<file path="config.mk">
export PLATFORM = sky130hd
export DESIGN_NAME = dca_matrix_load2mreg_pingpong_flat
export DESIGN_NICKNAME = d
export VERILOG_FILES = /design/src/rtl/dca_matrix_load2mreg_pingpong_if.sv /design/src/rtl/dca_matrix_load2mreg_pingpong.sv /design/src/flat_wrapper.sv
export SDC_FILE = /design/constraint.sdc
export NUM_CORES = 1
export LEC_CHECK = 0
export BUFFER_PORTS_ARGS = -buffer_cell sky130_fd_sc_hd__buf_2
export CAP_MARGIN = 20
export CORE_ASPECT_RATIO = 1.75
export CORE_MARGIN = 5
export CORE_UTILIZATION = 30
export DETAILED_ROUTE_END_ITERATION = 7
export GPL_ROUTABILITY_DRIVEN = 0
export GPL_TIMING_DRIVEN = 0
export MAX_ROUTING_LAYER = met4
export PLACE_DENSITY = 0.7
export SYNTH_ARGS = -nofsm -noshare
export SYNTH_HDL_FRONTEND = slang
export SYNTH_SLANG_ARGS = --single-unit
</file>
<file path="constraint.sdc">
create_clock -name clk -period 2.3 [get_ports clk]
set_clock_uncertainty 0.15 [all_clocks]
set_input_delay 0.23 -clock clk [delete_from_list [all_inputs] [get_ports clk]]
set_output_delay 0.23 -clock clk [all_outputs]
set_load 0.02 [all_outputs]
</file>
<file path="src/rtl/dca_matrix_load2mreg_pingpong_if.sv">
// Row-load and matrix-register write/read-release signals between the tensor-load DMA,
// the ping-pong loader and the matrix register file.
interface dca_matrix_load2mreg_pingpong_if #(
    parameter int MATRIX_NUM_ROW = 4,
    parameter int MATRIX_NUM_COL = 4,
    parameter int BW_SCALAR      = 8,
    parameter int NUM_MREG       = 2
);
    localparam int BW_ROW  = MATRIX_NUM_COL * BW_SCALAR;
    localparam int BW_SEL  = (NUM_MREG > 1) ? $clog2(NUM_MREG) : 1;
    localparam int BW_RIDX = $clog2(MATRIX_NUM_ROW);

    // valid/ready: a row moves on every clock edge where wvalid & wready are both high;
    // wvalid, wlast and wdata hold until accepted, and wready may fall without a beat.
    logic               load_tensor_row_wvalid;
    logic               load_tensor_row_wlast;
    logic [BW_ROW-1:0]  load_tensor_row_wdata;
    logic               load_tensor_row_wready;
    logic               mreg_move_wenable;
    logic [BW_SEL-1:0]  mreg_move_wsel;
    logic [BW_RIDX-1:0] mreg_move_wrow;
    logic [BW_ROW-1:0]  mreg_move_wdata_list1d;
    logic               loadreg_rready;
    logic [BW_SEL-1:0]  loadreg_rsel;
    logic               loadreg_rrequest;

    modport slave (
        input  load_tensor_row_wvalid, load_tensor_row_wlast, load_tensor_row_wdata,
        input  loadreg_rrequest,
        output load_tensor_row_wready,
        output mreg_move_wenable, mreg_move_wsel, mreg_move_wrow, mreg_move_wdata_list1d,
        output loadreg_rready, loadreg_rsel
    );

    modport master (
        output load_tensor_row_wvalid, load_tensor_row_wlast, load_tensor_row_wdata,
        output loadreg_rrequest,
        input  load_tensor_row_wready,
        input  mreg_move_wenable, mreg_move_wsel, mreg_move_wrow, mreg_move_wdata_list1d,
        input  loadreg_rready, loadreg_rsel
    );
endinterface

</file>
<file path="src/rtl/dca_matrix_load2mreg_pingpong.sv">
// Streams tensor rows round-robin into NUM_MREG matrix-register banks with zero padding and column masking.
// Optional macro DCA_LOAD2MREG_OVERFLOW_ERR_EN: sticky err_overflow when an over-long matrix is dropped.
module dca_matrix_load2mreg_pingpong #(
    parameter int MATRIX_NUM_ROW = 4,
    parameter int MATRIX_NUM_COL = 4,
    parameter int BW_SCALAR      = 8,
    parameter int NUM_MREG       = 2
) (
    input  logic                                  clk,
    input  logic                                  rstnn,
    input  logic                                  clear,
    input  logic                                  enable,
    output logic                                  busy,
    input  logic [$clog2(MATRIX_NUM_COL+1)-1:0]   cfg_num_col,
    output logic                                  err_overflow,
    dca_matrix_load2mreg_pingpong_if.slave        bus
);
    localparam int BW_ROW  = MATRIX_NUM_COL * BW_SCALAR;
    localparam int BW_SEL  = (NUM_MREG > 1) ? $clog2(NUM_MREG) : 1;
    localparam int BW_RIDX = $clog2(MATRIX_NUM_ROW);
    localparam int BW_FULL = $clog2(NUM_MREG + 1);
    localparam logic [BW_RIDX-1:0] ROW_LAST = BW_RIDX'(MATRIX_NUM_ROW - 1);
    localparam logic [BW_FULL-1:0] FULL_MAX = BW_FULL'(NUM_MREG);

    typedef enum logic [1:0] {S_LOAD, S_PAD, S_DRAIN} state_t;

    state_t             state, state_nx;
    logic [BW_RIDX-1:0] row_cnt, row_cnt_nx;
    logic [BW_SEL-1:0]  wr_ptr, rd_ptr;
    logic [BW_FULL-1:0] full_cnt;
    logic               done, release_bank, wready_c, accept_c;
    logic [BW_ROW-1:0]  row_masked;

    function automatic logic [BW_SEL-1:0] ptr_inc(input logic [BW_SEL-1:0] p);
        return (p == BW_SEL'(NUM_MREG - 1)) ? '0 : p + 1'b1;
    endfunction

    // A zero or out-of-range column count means the full row width.
    always_comb begin
        row_masked = '0;
        for (int i = 0; i < MATRIX_NUM_COL; i++) begin
            if (cfg_num_col == '0 || int'(cfg_num_col) > MATRIX_NUM_COL || i < int'(cfg_num_col))
                row_masked[BW_SCALAR*i +: BW_SCALAR] = bus.load_tensor_row_wdata[BW_SCALAR*i +: BW_SCALAR];
        end
    end

    always_comb begin
        state_nx   = state;
        row_cnt_nx = row_cnt;
        done       = 1'b0;
        wready_c   = 1'b0;
        accept_c   = 1'b0;
        bus.mreg_move_wenable      = 1'b0;
        bus.mreg_move_wdata_list1d = '0;
        case (state)
            S_LOAD: begin
                wready_c = enable && (full_cnt != FULL_MAX);
                accept_c = bus.load_tensor_row_wvalid && wready_c;
                if (accept_c) begin
                    bus.mreg_move_wenable      = 1'b1;
                    bus.mreg_move_wdata_list1d = row_masked;
                    if (row_cnt == ROW_LAST) begin
                        done       = 1'b1;
                        row_cnt_nx = '0;
                        if (!bus.load_tensor_row_wlast) state_nx = S_DRAIN;
                    end else begin
                        row_cnt_nx = row_cnt + 1'b1;
                        if (bus.load_tensor_row_wlast) state_nx = S_PAD;
                    end
                end
            end
            S_PAD: begin
                if (enable) begin
                    bus.mreg_move_wenable = 1'b1;
                    if (row_cnt == ROW_LAST) begin
                        done       = 1'b1;
                        row_cnt_nx = '0;
                        state_nx   = S_LOAD;
                    end else begin
                        row_cnt_nx = row_cnt + 1'b1;
                    end
                end
            end
            S_DRAIN: begin
                wready_c = enable;
                accept_c = bus.load_tensor_row_wvalid && wready_c;
                if (accept_c && bus.load_tensor_row_wlast) state_nx = S_LOAD;
            end
            default: state_nx = S_LOAD;
        endcase
    end

    assign release_bank               = enable && bus.loadreg_rrequest && (full_cnt != '0);
    assign bus.load_tensor_row_wready = wready_c;
    assign bus.mreg_move_wsel         = wr_ptr;
    assign bus.mreg_move_wrow         = row_cnt;
    assign bus.loadreg_rready         = (full_cnt != '0);
    assign bus.loadreg_rsel           = rd_ptr;
    assign busy                       = (row_cnt != '0) || (state != S_LOAD);

    always_ff @(posedge clk or negedge rstnn) begin
        if (!rstnn) begin
            state    <= S_LOAD;
            row_cnt  <= '0;
            wr_ptr   <= '0;
            rd_ptr   <= '0;
            full_cnt <= '0;
        end else if (clear) begin
            state    <= S_LOAD;
            row_cnt  <= '0;
            wr_ptr   <= '0;
            rd_ptr   <= '0;
            full_cnt <= '0;
        end else begin
            state   <= state_nx;
            row_cnt <= row_cnt_nx;
            if (done)         wr_ptr <= ptr_inc(wr_ptr);
            if (release_bank) rd_ptr <= ptr_inc(rd_ptr);
            // Completing and releasing on the same edge leaves the occupancy unchanged.
            if (done && !release_bank)      full_cnt <= full_cnt + 1'b1;
            else if (!done && release_bank) full_cnt <= full_cnt - 1'b1;
        end
    end

`ifdef DCA_LOAD2MREG_OVERFLOW_ERR_EN
    always_ff @(posedge clk or negedge rstnn) begin
        if (!rstnn)                                      err_overflow <= 1'b0;
        else if (clear)                                  err_overflow <= 1'b0;
        else if (state != S_DRAIN && state_nx == S_DRAIN) err_overflow <= 1'b1;
    end
`else
    assign err_overflow = 1'b0;
`endif

endmodule

</file>
<file path="src/flat_wrapper.sv">
// flat-port wrapper written by rule: the top's interface ports become plain ports
module dca_matrix_load2mreg_pingpong_flat 
#(
    parameter int MATRIX_NUM_ROW = 4,
    parameter int MATRIX_NUM_COL = 4,
    parameter int BW_SCALAR      = 8,
    parameter int NUM_MREG       = 2
)
  (clk, rstnn, clear, enable, busy, cfg_num_col, err_overflow, bus_load_tensor_row_wvalid, bus_load_tensor_row_wlast, bus_load_tensor_row_wdata, bus_loadreg_rrequest, bus_load_tensor_row_wready, bus_mreg_move_wenable, bus_mreg_move_wsel, bus_mreg_move_wrow, bus_mreg_move_wdata_list1d, bus_loadreg_rready, bus_loadreg_rsel);
  dca_matrix_load2mreg_pingpong_if #(.MATRIX_NUM_ROW(MATRIX_NUM_ROW), .MATRIX_NUM_COL(MATRIX_NUM_COL), .BW_SCALAR(BW_SCALAR), .NUM_MREG(NUM_MREG)) bus_i ();
  input  logic clk;
  input  logic rstnn;
  input  logic clear;
  input  logic enable;
  output logic busy;
  input  logic [$clog2(MATRIX_NUM_COL+1)-1:0] cfg_num_col;
  output logic err_overflow;
  input wire logic [$bits(bus_i.load_tensor_row_wvalid)-1:0] bus_load_tensor_row_wvalid;
  input wire logic [$bits(bus_i.load_tensor_row_wlast)-1:0] bus_load_tensor_row_wlast;
  input wire logic [$bits(bus_i.load_tensor_row_wdata)-1:0] bus_load_tensor_row_wdata;
  input wire logic [$bits(bus_i.loadreg_rrequest)-1:0] bus_loadreg_rrequest;
  output wire logic [$bits(bus_i.load_tensor_row_wready)-1:0] bus_load_tensor_row_wready;
  output wire logic [$bits(bus_i.mreg_move_wenable)-1:0] bus_mreg_move_wenable;
  output wire logic [$bits(bus_i.mreg_move_wsel)-1:0] bus_mreg_move_wsel;
  output wire logic [$bits(bus_i.mreg_move_wrow)-1:0] bus_mreg_move_wrow;
  output wire logic [$bits(bus_i.mreg_move_wdata_list1d)-1:0] bus_mreg_move_wdata_list1d;
  output wire logic [$bits(bus_i.loadreg_rready)-1:0] bus_loadreg_rready;
  output wire logic [$bits(bus_i.loadreg_rsel)-1:0] bus_loadreg_rsel;
  assign bus_i.load_tensor_row_wvalid = bus_load_tensor_row_wvalid;
  assign bus_i.load_tensor_row_wlast = bus_load_tensor_row_wlast;
  assign bus_i.load_tensor_row_wdata = bus_load_tensor_row_wdata;
  assign bus_i.loadreg_rrequest = bus_loadreg_rrequest;
  assign bus_load_tensor_row_wready = bus_i.load_tensor_row_wready;
  assign bus_mreg_move_wenable = bus_i.mreg_move_wenable;
  assign bus_mreg_move_wsel = bus_i.mreg_move_wsel;
  assign bus_mreg_move_wrow = bus_i.mreg_move_wrow;
  assign bus_mreg_move_wdata_list1d = bus_i.mreg_move_wdata_list1d;
  assign bus_loadreg_rready = bus_i.loadreg_rready;
  assign bus_loadreg_rsel = bus_i.loadreg_rsel;
  dca_matrix_load2mreg_pingpong #(.MATRIX_NUM_ROW(MATRIX_NUM_ROW), .MATRIX_NUM_COL(MATRIX_NUM_COL), .BW_SCALAR(BW_SCALAR), .NUM_MREG(NUM_MREG)) u_core (.clk(clk), .rstnn(rstnn), .clear(clear), .enable(enable), .busy(busy), .cfg_num_col(cfg_num_col), .err_overflow(err_overflow), .bus(bus_i));
endmodule
</file>
# Word-level counts from Yosys, hierarchy flattened
# Index checks and enable logic that the tools add are counted.
totals:
  in_bits: 42
  word_cells: 89
  output_inout_bits: 41
  ff_bits: 8
op_classes:
  reduce_logical: 27
  order_cmp: 5
  addsub: 5
  mux: 37
  eq_ne: 10
op_table:
  columns: ["op", "n"]
  rows:
  - ["two-way mux 32 bit", 2]
  - ["two-way mux 8 bit", 4]
  - ["two-way mux 2 bit", 15]
  - ["two-way mux 1 bit", 11]
  - ["nonzero test 2 bit", 5]
  - ["inequality test 3 x 2 -> 1 bit, second input constant", 3]
  - ["logical AND 1 bit", 8]
  - ["logical OR 1 bit", 6]
  - ["< comparator 1 x 3 -> 1 bit, first input constant", 2]
  - ["< comparator 2 x 3 -> 1 bit, first input constant", 2]
  - ["case mux 1 bit (2 select lines)", 3]
  - ["case mux 2 bit (3 select lines)", 1]
  - ["AND reduction 6 bit", 1]
  - ["nonzero test 3 bit", 2]
  - ["adder 2 x 1 -> 2 bit, second input constant", 2]
  - ["== test 2 bit, second input constant", 2]
  - ["inequality test 4 x 3 -> 1 bit, second input constant", 1]
  - ["inequality test 4 bit, second input constant", 1]
  - ["case mux 2 bit (2 select lines)", 1]
  - ["> comparator 3 bit, second input constant", 1]
  - ["zero test 3 bit", 1]
  - ["inequality test 3 bit, second input constant", 1]
  - ["AND reduction 3 bit", 1]
  - ["adder 1 bit, second input constant", 2]
  - ["other kinds (5)", 6]

# Depth between registers and ports, before layout
# Gate-level depths: netlist (run 1).
depth:
  word_depth: 10
  ltp_mapped: 5
  ltp_nobuf: 5

# Worst setup path before layout (run 1)
# OpenSTA, ideal clock, no wires.
synth_timing:
  path_kind: "reg-to-output"
  startpoint: "reg u_core.full_cnt[1]"
  endpoint: "out bus_mreg_move_wdata_list1d[10]"
  required_ps: 1920
  slack_ps: 547
  t_arrival_ps: 1373
  stages_incl_launch_ff: 6
  path_buffers: 1
  path_cell_list: "dfrtp_1 -> nor2b_1 -> nor4_4 -> buf_6 -> o31a_4 -> and2_1"
synth_between:
  elab_chain_len: 5
synth_rtl:
  columns: ["element", "line", "source"]
  rows:
  - ["from (decl)", "dca_matrix_load2mreg_pingpong.sv:30", "logic [BW_FULL-1:0] full_cnt;"]
  - ["from (signal assigned)", "dca_matrix_load2mreg_pingpong.sv:120", "if (done && !release_bank) full_cnt <= full_cnt + 1'b1;"]
  - ["from (signal assigned)", "dca_matrix_load2mreg_pingpong.sv:121", "else if (!done && release_bank) full_cnt <= full_cnt - 1'b1;"]
  - ["inequality test 2 bit", "dca_matrix_load2mreg_pingpong.sv:57", "wready_c = enable && (full_cnt != FULL_MAX);"]
  - ["logical AND 1 bit", "dca_matrix_load2mreg_pingpong.sv:57", null]
  - ["logical AND 1 bit", "dca_matrix_load2mreg_pingpong.sv:58", "accept_c = bus.load_tensor_row_wvalid && wready_c;"]
  - ["two-way mux 32 bit", "dca_matrix_load2mreg_pingpong.sv:59", "if (accept_c) begin"]
  - ["two-way mux 32 bit", "dca_matrix_load2mreg_pingpong.sv:55", "case (state)"]
  - ["to (decl)", "flat_wrapper.sv:26", "output wire logic [$bits(bus_i.mreg_move_wdata_list1d)-1:0] bus_mreg_move_wdata_list1d;"]
# Every way passes these cells.

# Worst setup path after layout (run 1)
layout_timing:
  startpoint: "reg u_core.full_cnt[1]"
  endpoint: "out bus_mreg_move_wdata_list1d[14]"
# Same word-level chain as after synthesis.

==> reports/qor.txt, run 1 <==
status -> finished, final reports clean
CTS tree -> yes
# clock sinks -> 8
clk buf depth -> 2
post-place setup slack -> 348.0 ps
first-pass GRT wire length -> 4388 µm
# diodes -> 0
clk root buf -> clkbuf_8
RSZ-0062 raised after global routing -> no
crit-path cells -> nor2b_1 -> nor4_4 -> buf_6 -> o31a_4 -> and2_1 -> buf_2
synth warn -> 0
number of core rows -> 25
Initial Utilization -> 30.54%
final worst slack -> 121.3 ps
dominant cells by area after synthesis -> and2_1, dfrtp_1, nor4_4
crit start category -> register
nets -> 225
WL per Instance -> 12.98 µm
Port Buffer Count -> 80
Via Count -> 970
Int Pwr -> 336.6 µW
slowest CP cell -> dfrtp_1
CP delay by family, top -> simple AND/OR/NAND/NOR gates
Post-synth top cells -> and2_1, dfrtp_1, nor2_1, inv_1
Logic pwr share -> 35.0%
Yosys top cell area share -> 24.65%
CP max FO -> 10
DR vias/cell -> 4.709
chip width -> 49.33 µm
DRT antenna net count -> 0
placed cell area -> 1246 µm²
gr usage total -> 14.24%
final core occ -> 48.80%
fmax -> 459.0 MHz
Final Setup Violations -> 0
Mean Syn Cell Area -> 8.548 µm²
# DRC -> 0
fin area -> 1297 µm²
CP Data Arrival Time -> 1800 ps
die footprint -> 3888 µm²
Initial DRC Count -> 8
Post-synth EDFFs -> 0
reg-to-reg startpoint -> u_core.bus.mreg_move_wrow[0]$_DFFE_PN0P_
min-delay worst type -> primary input to register
syn_nets -> 139
clk_lat worst skew -> 230 ps
crit path buf inv count -> 2
fraction of final layout cells sized beyond drive strength 1 -> 53.07%
initial antenna violation count -> 0
clock power share -> 34.9%
Slew Limit Fails -> 0
number of global-route vias before repair -> 1044
H-tree depth -> 1
post-synthesis cell type count -> 29
largest net degree at the start of global routing -> 11
Synth area leader -> and2_1
min cycle time layout -> 2179 ps
Worst setup startpoint -> u_core.full_cnt[1]$_DFFE_PN0P_
critical path class -> register to output pin
DP Wirelength -> 2379 µm
Max IR drop VDD -> 0.2372 mV
switching pwr -> 166.4 µW
Num CTS Buffers -> 3
Worst Hold Launch -> bus_load_tensor_row_wlast
final wirelength -> 2673 µm
clock-pin slew on the worst setup and hold paths -> 40 ps
setup tns final -> 0 ps
I/O pin cnt -> 83
PD cells -> 387.7 nW/µm²
fin crit share -> 94.73%
sequential power share -> 30.1%
Leak -> 0.0007786 µW
Crit. End Element -> output pin
endpoints failing hold -> 0
global route overflow -> 0
# resized after CTS -> 0
router iterations before antenna repair -> 4
fraction of registers with async set/reset -> 100.0%
Sw Share -> 33.08%
FF+latch count, synth -> 8
most common cell in the netlist -> and2_1
Top FF cell, synth -> dfrtp_1
Max-Cap Viols -> 0
die height -> 78.83 µm
R2R Setup Slk -> 610 ps
Worst path max stage delay -> 410 ps
floorplan core area -> 2659 µm²
Mapped Cells -> 95
WP data required -> 1920 ps
area delta synth->final -> 59.78%
Syn Std Cell Area -> 812.0 µm²
share of the yosys chip area belonging to registers -> 24.65%
[what timing repair did]
action / CTS / global route
hold endpoints to repair: 8 / 0
buffers inserted: 0 / 0
hold buffers: 1 / 0
[sequential cells by signal, indices dropped and copies added, names as in the netlist]
register                   count
u_core.bus.loadreg_rsel        1
u_core.bus.mreg_move_wrow      2
u_core.bus.mreg_move_wsel      1
u_core.full_cnt                2
u_core.state                   2
[stage by stage]
step	total power (µW)	std cells	hold WS (ps)
after floorplan	251.8	95	-215.6
after global placement	324.8	202	-74.49
after detailed placement	329.8	202	-66.08
after CTS	513.6	206	164.9
after global routing	531.5	206	185.1
final	503.1	206	170.6
[placed cells by master (no fill, tap or decap)]
cell            n
and2_1         32
nor4_4          2
dfrtp_1         8
o21a_1          2
nand2_1         3
o31a_4          1
a41o_1          1
a31o_2          2
nor3b_2         1
conb_1          1
nor2_2          1
buf_2          80
nor4b_1         1
o211ai_1        1
nor2_1          8
nand2b_4        1
or2_2           1
xnor2_1         3
or2b_1          1
a21oi_1         3
xor2_1          3
dlygate4sd3_1   1
buf_4           1
nand3_1         3
inv_1           6
clkbuf_1        1
ha_1            2
nor2b_1         2
mux2i_1         2
buf_6           1
clkbuf_8        3
nor3_4          1
[routing by layer]
metal / vias up / share of wire [%] / global-route usage [%]
met5: - / 0 / -
met4: 0 / 2.1 / 7.278
met3: 5 / 9.2 / 1.689
met2: 63 / 54 / 24.94
met1: 430 / 35 / 15.38
li1: 472 / - / -
[cell families (layout without fill, tap and decap cells)]
family                     Yosys count  after routing  share of synthesized area (%)
and+or+nand+nor                     57             57                          47.15
adders and majority gates            2              2                          3.081
AOI/OAI and AO/OA                   10             10                          10.17
other                                1              1                         0.4618
DFF                                  8              8                          24.65
buffers and inverters                9             93                          5.547
xor gates and xnor gates             6              6                          6.473
muxes                                2              2                          2.465
[worst register-to-register path: stages (launching register included)]
cell and delay (ps):
dfrtp_1 400, ha_1 200, inv_1 90, nor4_4 410, a21oi_1 120, a31o_2 220
[worst paths after layout]
check | to | cells past startpoint
max in group asynchronous | u_core.bus.loadreg_rsel$_DFFE_PN0P_ | 2
worst max register to register | u_core.full_cnt[1]$_DFFE_PN0P_ | 5
min in group asynchronous | u_core.state[1]$_DFFE_PN0P_ | 2
worst min register to register | u_core.bus.loadreg_rsel$_DFFE_PN0P_ | 2
worst min-delay path | u_core.state[0]$_DFFE_PN0P_ | 2
worst max-delay path | bus_mreg_move_wdata_list1d[14] | 6
[layout make-up]
class | instances | area, µm²
fill | 247 | 1361
tap | 27 | 33.78
inverter | 6 | 22.52
clock buffer | 3 | 41.29
timing repair buffer | 81 | 410.4
multi-input combinational | 78 | 566.8
buffer | 3 | 22.52
sequential | 8 | 200.2
[power groups by stage]
stage                     sequential [µW]  combinational, µW  clock (µW)
final                                 151                176         176
after global routing                  152                192         188
after CTS                             151                178         184
after detailed placement              153                177           0
after global placement                153                172           0
after floorplan                       156               96.1           0
(Power assumes the default switching activity.)
==> run 2: changes to the inputs <==
Settings changed: CTS_BUF_LIST set to sky130_fd_sc_hd__clkbuf_16.
==> run 2 against run 1 <==
Sequential share of layout area decreased by 0.39 points. Die area unchanged. Highest routed layer unchanged. Via count increased by 0.62%. Wire length increased by 0.49%.
==> reports/qor.txt, run 2 (synthesized netlist as in run 1, its figures left out) <==
status -> finished, final reports clean
nets -> 225 (unchanged)
Top Layer Used -> met4
Logic pwr share -> 28.3% (-6.7 points)
# diodes -> 0 (unchanged)
Leak -> 0.0007940 µW (+2.0%)
WL per Instance -> 13.04 µm (+0.49%)
met1 WL -> 945 µm (+2.3%)
H-tree depth -> 1 (unchanged)
gr usage total -> 14.31% (+0.079 points)
clk root buf -> clkbuf_16
I/O pin cnt -> 83 (unchanged)
CP Data Arrival Time -> 1800 ps (about the same)
RSZ-0062 raised after global routing -> no
CTS tree -> yes
routed wl met2 -> 1437 µm (-0.62%)
PD cells -> 468.4 nW/µm² (+21%)
die footprint -> 3888 µm² (unchanged)
fmax -> 459.1 MHz (about the same)
Final Setup Violations -> 0 (unchanged)
crit start category -> register
first-pass GRT wire length -> 4416 µm (+0.64%)
hold-fix buffers at CTS -> 1 (unchanged)
fin crit share -> 94.70% (about the same)
floorplan core area -> 2659 µm² (unchanged)
min-delay worst type -> primary input to register
Int Pwr -> 447.3 µW (+33%)
switching pwr -> 176.2 µW (+5.9%)
Routed met3 length -> 249 µm (+1.6%)
DRT antenna net count -> 0 (unchanged)
Crit. End Element -> output pin
initial antenna violation count -> 0 (unchanged)
Num CTS Buffers -> 3 (unchanged)
WP data required -> 1920 ps (about the same)
sequential power share -> 24.3% (-5.8 points)
area delta synth->final -> 63.94%
global route overflow -> 0 (unchanged)
fraction of final layout cells sized beyond drive strength 1 -> 53.07% (unchanged)
Slew Limit Fails -> 0 (unchanged)
clk buf depth -> 2 (unchanged)
clock-pin slew on the worst setup and hold paths -> 40 ps (about the same)
router iterations before antenna repair -> 4 (unchanged)
most frequent cells in the layout -> buf_2, and2_1, nor2_1, dfrtp_1, inv_1
setup tns final -> 0 ps (unchanged)
Max IR drop VDD -> 0.3042 mV (+28%)
# resized after CTS -> 0 (unchanged)
Inst Count DP -> 202 (unchanged)
CP max FO -> 10 (unchanged)
fin cells -> 206 (unchanged)
clk_lat worst skew -> 230 ps (about the same)
DR vias/cell -> 4.738 (+0.62%)
largest net degree at the start of global routing -> 11 (unchanged)
number of global-route vias before repair -> 1047 (+0.29%)
final wirelength -> 2686 µm (+0.49%)
fill cell count -> 243 (-1.6%)
Sw Share -> 28.26% (-4.8 points)
DP Wirelength -> 2379 µm (unchanged)
# DRC -> 0 (unchanged)
Post-CTS Setup Inserts -> 0 (unchanged)
clock power share -> 47.4% (+13 points)
min cycle time layout -> 2178 ps (-0.6910 ps)
Initial Utilization -> 30.54% (unchanged)
die height -> 78.83 µm (unchanged)
chip width -> 49.33 µm (unchanged)
Via Count -> 976 (+0.62%)
# clock sinks -> 8 (unchanged)
Max-Cap Viols -> 0 (unchanged)
Port Buffer Count -> 80 (unchanged)
Initial DRC Count -> 7 (-1)
commonest non-fill, non-tap cell in the layout -> buf_2
number of core rows -> 25 (unchanged)
critical path class -> register to output pin
endpoints failing hold -> 0 (unchanged)
-- run 2: cell counts in the layout (fill, tap and decap cells not counted) --
No cell type changed its count.
-- run 2: cell type report --
cell class | count | area, µm² | share of cell area [%]
repair buffers | 81 | 410.4 | 30.83
clock buffers | 3 | 75.07 | 5.639
flip-flops and latches | 8 | 200.2 | 15.04
plain buffers | 3 | 22.52 | 1.692
multi-input cells | 78 | 566.8 | 42.58
inverters | 6 | 22.52 | 1.692
well taps | 27 | 33.78 | 2.538
-- run 2: critical path, cell delays in order (launching register included) --
cell	delay [ps]
dfrtp_1	410
nor2b_1	200
nor4_4	330
buf_6	180
o31a_4	160
and2_1	130
buf_2	170
-- run 2: path summary, 6_finish.rpt --
check	start	endpoint	slack [ps]	depth (start not counted)
worst max-delay path	u_core.full_cnt[1]$_DFFE_PN0P_	bus_mreg_move_wdata_list1d[14]	120	6
worst min-delay path	bus_load_tensor_row_wlast	u_core.state[0]$_DFFE_PN0P_	170	2
worst max register to register	u_core.bus.mreg_move_wrow[0]$_DFFE_PN0P_	u_core.full_cnt[1]$_DFFE_PN0P_	600	5
worst min register to register	u_core.bus.loadreg_rsel$_DFFE_PN0P_	u_core.bus.loadreg_rsel$_DFFE_PN0P_	400	2
max in group asynchronous	rstnn	u_core.bus.loadreg_rsel$_DFFE_PN0P_	1600	2
min in group asynchronous	rstnn	u_core.state[1]$_DFFE_PN0P_	230	2
-- run 2: power by group through the flow --
stage | logic (µW) | registers, µW | clock network (µW)
finish | 176 | 152 | 296
global route | 192 | 152 | 308
CTS | 179 | 152 | 303
detailed placement | 177 | 153 | 0
global placement | 172 | 153 | 0
floorplan | 96.1 | 156 | 0
-- run 2: per-stage QoR --
step	utilization (%)	hold WS [ps]	area, µm²	total power, µW	setup WS [ps]
after floorplan	-	-215.6	812.0	251.8	547.1
after global placement	46.87	-74.49	1246	324.8	404.7
after detailed placement	46.87	-66.08	1246	329.8	348.0
after CTS	50.07	169.5	1331	633.5	90.81
after global routing	50.07	188.8	1331	652.8	27.39
final	50.07	172.5	1331	623.5	122.0
-- run 2: metal layers --
layer	track usage, %	up-vias
met5	-	-
met3	2.251	5
li1	-	472
met4	6.469	0
met2	24.81	63
met1	15.72	436
==> run 3: changes to the inputs <==
Settings changed: CORE_ASPECT_RATIO 1.75 to unset, CORE_UTILIZATION 30 to 38, PLACE_DENSITY 0.7 to 0.85.
==> run 3 against run 2 <==
Power is 1.5% lower. Die area down 19%. Fmax hardly changed. Final cell count did not move. Non-clock buffer count did not move. Largest cell class unchanged. Largest power group unchanged.
==> reports/qor.txt, run 3 (synthesized netlist as in run 1, its figures left out) <==
chip width -> 56.23 µm (+14%)
number of global-route vias before repair -> 1009 (-3.6%)
slowest CP cell -> dfrtp_1
Slew Limit Fails -> 0 (unchanged)
Worst path max stage delay -> 420 ps (about the same)
WP data required -> 1920 ps (about the same)
fraction of final layout cells sized beyond drive strength 1 -> 53.07% (unchanged)
CTS tree -> yes
initial antenna violation count -> 0 (unchanged)
final wirelength -> 2712 µm (+0.97%)
Via Count -> 933 (-4.4%)
I/O pin cnt -> 83 (unchanged)
min-delay worst type -> primary input to register
setup tns final -> 0 ps (unchanged)
Top Layer Used -> met4
# clock sinks -> 8 (unchanged)
floorplan core area -> 2002 µm² (-25%)
R2R Setup Slk -> 590 ps (about the same)
WL per Instance -> 13.17 µm (+0.97%)
Num CTS Buffers -> 3 (unchanged)
crit path buf inv count -> 2 (unchanged)
router iterations before antenna repair -> 4 (unchanged)
Crit. End Element -> output pin
endpoints failing hold -> 0 (unchanged)
Initial DRC Count -> 14 (+7)
Leak -> 0.0007940 µW (unchanged)
Max-Cap Viols -> 0 (unchanged)
WHS Endpoint -> u_core.state[0]$_DFFE_PN0P_
crit-path cells -> nor2b_1 -> nor4_4 -> buf_6 -> o31a_4 -> and2_1 -> buf_2
global route overflow -> 0 (unchanged)
Final Setup Violations -> 0 (unchanged)
R2R cell count -> 5 (unchanged)
clock-pin slew on the worst setup and hold paths -> 40 ps (about the same)
hold-fix buffers at CTS -> 1 (unchanged)
status -> finished, final reports clean
# diodes -> 0 (unchanged)
critical path class -> register to output pin
crit start category -> register
Post-CTS Setup Inserts -> 0 (unchanged)
Worst Hold Launch -> bus_load_tensor_row_wlast
CP Data Arrival Time -> 1800 ps (about the same)
first-pass GRT wire length -> 4485 µm (+1.6%)
commonest non-fill, non-tap cell in the layout -> buf_2
Routed met3 length -> 156 µm (-37%)
number of core rows -> 16 (-36%)
Initial Utilization -> 40.56% (+10 points)
nets -> 225 (unchanged)
min cycle time layout -> 2179 ps (+0.8170 ps)
largest net degree at the start of global routing -> 11 (unchanged)
PD cells -> 461.4 nW/µm² (-1.5%)
Cells on Worst Hold Path -> 2 (unchanged)
fin crit share -> 94.73% (about the same)
# DRC -> 0 (unchanged)
die footprint -> 3161 µm² (-19%)
routed wl met2 -> 1544 µm (+7.4%)
CP max FO -> 10 (unchanged)
final core occ -> 66.50% (+16 points)
clk buf depth -> 2 (unchanged)
most frequent cells in the layout -> buf_2, and2_1, nor2_1, dfrtp_1, inv_1
clk root buf -> clkbuf_16
H-tree depth -> 1 (unchanged)
gr usage total -> 17.90% (+3.6 points)
clk_lat worst skew -> 230 ps (about the same)
DR vias/cell -> 4.529 (-4.4%)
RSZ-0062 raised after global routing -> no
die height -> 56.23 µm (-29%)
fmax -> 459.0 MHz (about the same)
# resized after CTS -> 0 (unchanged)
CP delay by family, top -> simple AND/OR/NAND/NOR gates
reg-to-reg startpoint -> u_core.bus.mreg_move_wrow[0]$_DFFE_PN0P_
DRT antenna net count -> 0 (unchanged)
met1 WL -> 1004 µm (+6.2%)
reg2reg end -> u_core.full_cnt[1]$_DFFE_PN0P_
Port Buffer Count -> 80 (unchanged)
area delta synth->final -> 63.94% (unchanged)
DP Wirelength -> 2322 µm (-2.4%)
Max IR drop VDD -> 0.4625 mV (+52%)
==> run 3: cell counts in the layout (fill, tap and decap cells not counted) <==
No cell type changed its count.
==> run 3: final cells by class <==
class	instances	area, µm²
sequential	8	200.2
multi-input combinational	78	566.8
tap	27	33.78
buffer	3	22.52
inverter	6	22.52
clock buffer	3	75.07
timing repair buffer	81	410.4
fill	182	670.6
==> run 3: worst max-delay path by stage <==
stage	cells after the start	from	to	slack, ps
floorplan	5	u_core.full_cnt[1]$_DFFE_PN0P_	bus_mreg_move_wdata_list1d[10]	550
global placement	6	u_core.full_cnt[1]$_DFFE_PN0P_	bus_mreg_move_wdata_list1d[10]	400
detailed placement	6	u_core.full_cnt[1]$_DFFE_PN0P_	bus_mreg_move_wdata_list1d[10]	350
CTS	6	u_core.full_cnt[1]$_DFFE_PN0P_	bus_mreg_move_wdata_list1d[10]	100
global route	6	u_core.full_cnt[1]$_DFFE_PN0P_	bus_mreg_move_wdata_list1d[12]	7
finish	6	u_core.full_cnt[1]$_DFFE_PN0P_	bus_mreg_move_wdata_list1d[10]	120
==> run 3: per-stage QoR <==
stage	std cells	area, µm²	setup slack [ps]	hold WS, ps	total power [µW]
final	206	1331	121.2	165.6	614.3
after global placement	202	1246	398.0	-78.47	323.9
after global routing	206	1331	7.101	185.7	648.0
after floorplan	95	812.0	547.1	-215.6	251.8
after CTS	206	1331	103.1	164.7	619.2
after detailed placement	202	1246	349.3	-70.87	329.5
==> run 3: report_power, final <==
group | switching (µW) | internal, µW | total, µW
registers | 6.21 | 145 | 152
clock network | 62.9 | 224 | 287
logic | 98.5 | 77.7 | 176
==> run 3: routing by layer <==
layer / track usage (%) / up-vias
met4: 3.729 / 0
met5: - / -
met1: 17.23 / 427
li1: - / 474
met2: 35.56 / 30
met3: 4.176 / 2
